[config.mk]
export PLATFORM = sky130hd
export DESIGN_NAME = detector_arbiter_ctrl
export DESIGN_NICKNAME = d
export VERILOG_FILES = /design/src/rtl/detector_arbiter_ctrl.sv
export SDC_FILE = /design/constraint.sdc
export NUM_CORES = 1
export LEC_CHECK = 0
export BUFFER_PORTS_ARGS = -buffer_cell sky130_fd_sc_hd__buf_2
export CAP_MARGIN = 25
export CORE_UTILIZATION = 50
export DETAILED_ROUTE_END_ITERATION = 8
export HOLD_SLACK_MARGIN = 0.08
export PLACE_DENSITY = 0.79
export SYNTH_ARGS = -nofsm -noshare
export SYNTH_HDL_FRONTEND = slang
export SYNTH_SLANG_ARGS = --single-unit
export TNS_END_PERCENT = 20
[constraint.sdc]
create_clock -name CLOCK -period 3.15 [get_ports CLOCK]
set_input_delay 0.1575 -clock CLOCK [delete_from_list [all_inputs] [get_ports CLOCK]]
set_output_delay 0.1575 -clock CLOCK [all_outputs]
set_load 0.02 [all_outputs]
[src/rtl/detector_arbiter_ctrl.sv]
// detector_arbiter_ctrl
//   Grants a 2-bit serial detector to one of two requesters, clears it, shifts the
//   captured word MSB-first onto X and counts the Y samples that read high.
//   Compile-time option: define RR_ARB_EN for round-robin tie-breaking; otherwise
//   requester 0 wins every tie.
//
//   state  | meaning
//   -------+-------------------------------------------------------------
//   IDLE   | no grant; arbitrate pending requests, capture winning word
//   CLEAR  | detector held in reset, hit count zeroed
//   SHIFT  | WIDTH cycles driving the word MSB-first on X, sampling Y
//   DRAIN  | X low, last Y sample (detector output lags X by one cycle)
//   REPORT | DONE pulse, HITS valid, grant still held
module detector_arbiter_ctrl #(
  parameter int WIDTH = 8,
  parameter int CW    = 4
) (
  input  logic             CLOCK,
  input  logic             RESET,
  input  logic             REQ0,
  input  logic             REQ1,
  input  logic [WIDTH-1:0] DATA0,
  input  logic [WIDTH-1:0] DATA1,
  input  logic             Y,
  output logic             GNT0,
  output logic             GNT1,
  output logic             X,
  output logic             DET_RESET,
  output logic             DONE,
  output logic [CW-1:0]    HITS,
  output logic             OWNER
);

  localparam int CNTW = $clog2(WIDTH);

  typedef enum logic [2:0] {IDLE, CLEAR, SHIFT, DRAIN, REPORT} stateT;

  stateT            state, nextState;
  logic [WIDTH-1:0] shiftReg;
  logic [CNTW-1:0]  bitCnt;
  logic [CW-1:0]    hitCnt;
  logic [CW-1:0]    hitsReg;
  logic             ownerReg;
  logic             anyReq;
  logic             grantSel;
  logic             lastBit;
  logic             firstBit;
  logic             gntActive;
  logic             xOut;
  logic             clearPhase;
  logic             doneOut;

  assign anyReq   = REQ0 | REQ1;
  // bitCnt runs down from WIDTH-1; the first SHIFT cycle has no valid Y yet
  assign lastBit  = (bitCnt == '0);
  assign firstBit = (bitCnt == CNTW'(WIDTH - 1));

`ifdef RR_ARB_EN
  // tie goes to whoever did not hold the detector last
  assign grantSel = (REQ0 & REQ1) ? ~ownerReg : REQ1;
`else
  // requester 0 always wins a tie
  assign grantSel = ~REQ0;
`endif

  // state register
  always_ff @(posedge CLOCK or negedge RESET) begin
    if (!RESET) state <= IDLE;
    else        state <= nextState;
  end

  // next-state and Moore outputs
  always_comb begin
    nextState  = state;
    gntActive  = 1'b0;
    xOut       = 1'b0;
    clearPhase = 1'b0;
    doneOut    = 1'b0;
    case (state)
      IDLE:   if (anyReq) nextState = CLEAR;
      CLEAR: begin
        gntActive  = 1'b1;
        clearPhase = 1'b1;
        nextState  = SHIFT;
      end
      SHIFT: begin
        gntActive = 1'b1;
        xOut      = shiftReg[WIDTH-1];
        if (lastBit) nextState = DRAIN;
      end
      DRAIN: begin
        gntActive = 1'b1;
        nextState = REPORT;
      end
      REPORT: begin
        gntActive = 1'b1;
        doneOut   = 1'b1;
        nextState = IDLE;
      end
      default: nextState = IDLE;
    endcase
  end

  // capture, shift, bit timer and hit counting
  always_ff @(posedge CLOCK or negedge RESET) begin
    if (!RESET) begin
      shiftReg <= '0;
      bitCnt   <= '0;
      hitCnt   <= '0;
      hitsReg  <= '0;
      ownerReg <= 1'b0;
    end else begin
      case (state)
        IDLE: begin
          if (anyReq) begin
            ownerReg <= grantSel;
            shiftReg <= grantSel ? DATA1 : DATA0;
          end
        end
        CLEAR: begin
          hitCnt <= '0;
          bitCnt <= CNTW'(WIDTH - 1);
        end
        SHIFT: begin
          shiftReg <= {shiftReg[WIDTH-2:0], 1'b0};
          if (!lastBit)  bitCnt <= bitCnt - CNTW'(1);
          if (!firstBit) hitCnt <= hitCnt + CW'(Y);
        end
        // final sample folds straight into HITS so it is valid alongside DONE
        DRAIN: hitsReg <= hitCnt + CW'(Y);
        default: ;
      endcase
    end
  end

  assign GNT0      = gntActive & ~ownerReg;
  assign GNT1      = gntActive & ownerReg;
  assign X         = xOut;
  assign DET_RESET = RESET & ~clearPhase;
  assign DONE      = doneOut;
  assign HITS      = hitsReg;
  assign OWNER     = ownerReg;

endmodule

Yosys cells after proc, flatten, opt, wreduce, memory -nomap -nowiden
Index checks and enable logic that the tools add are counted.

Flip-flop bits (word level): 23. Input bits: 21. Logic and storage cells: 48. Output and inout port bits: 10.

Mux-type cells: 14. Reductions and logical operators: 10. Add/sub/neg operators: 2. Bitwise operators: 7. Equality and inequality tests: 9.

Operators by type and width (count): 8-bit 2-to-1 mux (2); 8-bit case mux with 2 select lines (1); 3-bit case mux with 4 select lines (1); 2-bit AND reduction (5); 3-bit 2-to-1 mux (3); 2-bit inequality test, second input constant (4); 4-bit case mux with 2 select lines (1); 3-bit by 2-bit equality test with 1-bit output, second input constant (2); 3-bit equality test, second input constant (2); 3-bit logical NOT (2); 3-bit case mux with 2 select lines (1); 4-bit by 1-bit adder with 4-bit output (1); 1-bit 2-to-1 mux (4); 4-bit 2-to-1 mux (1); 2-bit nonzero test (2); 4-bit OR reduction (1); 1-bit AND (3); 3-bit by 1-bit equality test with 1-bit output, second input constant (1); 1-bit inverter (3); 3-bit by 1-bit subtractor with 3-bit output, second input constant (1); 1-bit bitwise OR (1).

Logic depth before layout (Yosys ltp)
Depth in word-level cells: 4. Gate-level depth with buffers: 5. Gate-level depth less buffers: 5.

Worst setup path after synthesis
Ideal clock, no wire load.

Path kind: reg-to-reg. Start: register state[0]. End: register shiftReg[3]. Setup slack: 1472 ps. Cell stages (with the launch flop): 6. Buffers on the path: 2. Required time: 3025 ps. Period minus slack after synthesis: 1678 ps. Arrival: 1553 ps. Library setup time: 125 ps. Cell sequence: dfrtp_1 buf_6 or3b_4 buf_6 mux2_4 mux2_4.

Cells in the longest elaborated chain, start to end: 3. Elaborated cells between the ends (all ways): 6. Those cells by class: eq/ne: 2; mux: 1; reduce/logical: 3.

Ends and longest elaborated chain: start: declaration (RTL line 38) `stateT state, nextState;`; start signal: assignment (RTL line 69) `else state <= nextState;`; 3-bit by 2-bit equality test with 1-bit output or 3-bit logical NOT (tied branches) (RTL line 113) `case (state)`; 2-bit nonzero test (no source line) or 2-bit inequality test (tied branches); 2-bit AND reduction (no source line); end signal: assignment (RTL line 117) `shiftReg <= grantSel ? DATA1 : DATA0;`; end signal: assignment (RTL line 125) `shiftReg <= {shiftReg[WIDTH-2:0], 1'b0};`; end: declaration (RTL line 39) `logic [WIDTH-1:0] shiftReg;`.

Parallel ways exist; a longest one is shown, timed or not. A chain may end at the register's enable or synchronous reset.

Worst setup path in the final report
Start: register state[0]. End: output port DET_RESET.

Cells in the longest elaborated chain, start to end: 4.

Ends and longest elaborated chain: 3-bit by 1-bit equality test with 1-bit output (RTL line 79) `case (state)`; 1-bit 2-to-1 mux (RTL line 79); 1-bit inverter (RTL line 139) `assign DET_RESET = RESET & ~clearPhase;`; 1-bit AND (RTL line 139); end: declaration (RTL line 28) `output logic DET_RESET,`.

No other way between the ends.

==> results.cfg <==
[worst_setup_path]
criticalPathCategory = flip-flop to output pin
max_stage_delay_ps = 540
worst-path-buf-inv = 1
cp.depth = 3
path_cells = or3b_2 > and2_1 > buf_2
crit_path_end = DET_RESET
slowest_stage = or3b_2
startpoint = state[0]
crit_path_end_kind = output pin
r2r_cells = 3
cp_top_family = simple AND/OR/NAND/NOR gates
rrSetupSlack_ps = 1450
r2r_end = shiftReg[3]
worstSetupStartpointType = flip-flop
cp.arrival_ps = 1710
crit_fanout = 9
critPathRequiredTime_ps = 2990
timing.rr.start = state[0]

[synth]
netlist_area_um2 = 1300
syn_inst = 117
synth_seq_cells = 23
syn-num-nets = 143
ys_seq_area_share_pct = 44.4
syn_avg_cell_area_um2 = 11.1
synth_top_area_share_pct = 44.4
synth_area_leader_cell = dfrtp_1
synth.distinct_cells = 34
ys.warnings.count = 0
synthTopCellsByArea = dfrtp_1, mux2_2, mux2i_1

[clocking]
cts_resized = 0
cts_tree = done
cts_buffer_depth = 2
clkSinkCount = 23
cts_root_buf = clkbuf_4
post_cts_buffers = 0
numCtsBuffers = 3
clk_pin_slew_ps = 130
htree_levels = 1
cts_hold_buf = 1
insertion_delay_ps = 310

[finish]
mostFrequentLayoutCell = buf_2
seqCellArea_um2 = 576
drive_gt1_share_pct = 34.0
layout_common_cells = buf_2, dfrtp_1, mux2i_1
area.growth.synth_to_final_pct = 14.2
n_antenna_cell = 0
fillers = 210
fin_area_um2 = 1480
final_net_count = 174
multi_input_area_um2 = 656
instances_no_fill = 177

[placement]
dp.final_hpwl_mm = 1.81
port_buffers = 30
place_inst = 172
pre_cts_ws_ps = 1470
gp_congestion = 0.758
placed_cell_area_um2 = 1450

[outcome]
status = finished, final reports clean

[global_route]
grt_pass1_vias = 905
grt_pass1_wl_mm = 3.91
grtUsageTotal_pct = 20.1
grt_overflow = 0
antenna_found_initial = 0
grt_max_degree = 25

[timing]
setup_viol = 0
clock.fmax_ghz = 0.536
relSlewSlack_pct = 53.5
final.setup.worst_slack_ps = 1280
fin_setup_tns_ps = 0
worst_clock_skew_ps = 2.53
min_period_ps = 1870
worstMarginPinSlew_ps = 694
fin_crit_sh_pct = 59.3
drv_slew = 0
finalHoldViolations = 0
rsz0062_at_grt = no

[floorplanning]
dieArea_um2 = 2800
die_w_um = 52.9
die_h_um = 52.9
start_util_pct = 52.9
rows = 18
design.core.area_um2 = 2450
io_pins = 31

[routing]
drt_iter0_drc = 13
wirelength_mm = 2.44
antenna_left = 0
wl_per_cell_um = 13.8
dr.pass1.iters = 4
via_per_inst = 5.33
vias = 944
drc = 0

[power_and_ir_drop]
ir_worst_vdd_uv = 558
power_mw = 1.30
p_per_area_nw_per_um2 = 878
p_leak_nw = 0.766

[min_path]
hp-class = input pin to flip-flop

[run]
maxCapViolations = 0
how the worst min path moves through the flow:
stage                     startpoint  slack, ps  depth (start not counted)        end
after floorplan                RESET       -140                          0    HITS[0]
after global placement         RESET        160                          1  hitCnt[0]
after detailed placement       RESET        170                          1    HITS[0]
after CTS                       REQ1        150                          3      OWNER
after global routing            REQ1        170                          3      OWNER
final                           REQ1        160                          3      OWNER
registers in the layout, indices dropped and copies added (netlist names):
register and count:
shiftReg 8, HITS 4, bitCnt 3, state 3, OWNER 1, hitCnt 4
worst register-to-register path, cell delays in order (launching register included):
cell and delay, ps:
dfrtp_1 490, or3b_4 530, mux2_4 330, mux2_4 250
metrics by stage:
step                      hold WS, ps  utilization, %
final                             163            60.3
after global placement            160            58.9
after floorplan                  -138               -
after global routing              168            60.3
after CTS                         145            60.3
after detailed placement          166            58.9
layer usage:
layer,vias up,share of wire [%],track usage [%]
li1,472,-,-
met1,449,45,25.0
met2,17,49,32.5
met3,6,2.9,3.74
met4,0,2.3,11.0
met5,-,0,0
synthesized netlist by cell type:
cell type,instances
a211oi_1,1
o21ai_1,1
nor3_2,1
nand3_1,3
nor4b_1,1
o21ai_0,6
mux2i_1,12
a221o_1,1
nand3b_1,1
nor3_1,4
mux2_4,2
a21oi_1,4
dfrtp_1,23
or3b_2,1
xor2_1,1
inv_1,7
buf_6,2
nor2_1,2
nor2b_1,2
nor3b_1,3
nand2_1,8
and3b_1,1
ha_1,5
or3b_4,1
buf_4,1
and3_1,1
mux2_2,11
o2bb2ai_1,1
buf_2,2
o31a_1,1
and2_1,4
nor3b_2,1
nand2b_1,1
o211ai_1,1
report_power, final:
group	internal [mW]	switching, mW	total (mW)
logic	0.301	0.345	0.646
clock network	0.0495	0.0895	0.139
registers	0.416	0.0996	0.516
cell families (layout without fill, tap and decap cells):
| family | Yosys count | after routing | share of synthesized area [%] |
|---|---|---|---|
| AO/OA/AOI/OAI | 16 | 16 | 7.52 |
| XOR/XNOR | 1 | 1 | 0.675 |
| adder cells (fa/ha/maj) | 5 | 5 | 4.82 |
| buffers and inverters | 12 | 42 | 5.11 |
| flip-flops | 23 | 23 | 44.4 |
| multiplexers | 25 | 25 | 21.1 |
| AND/OR/NAND/NOR | 35 | 35 | 16.4 |
final cells by class:
| cell class | instances | area share [%] |
|---|---|---|
| multi-input cells | 82 | 44.3 |
| clock buffers | 4 | 1.77 |
| well taps | 30 | 2.53 |
| repair buffers | 31 | 10.8 |
| inverters | 7 | 1.77 |
| flip-flops and latches | 23 | 38.9 |
Note: power is estimated with default switching activity, not from simulation.
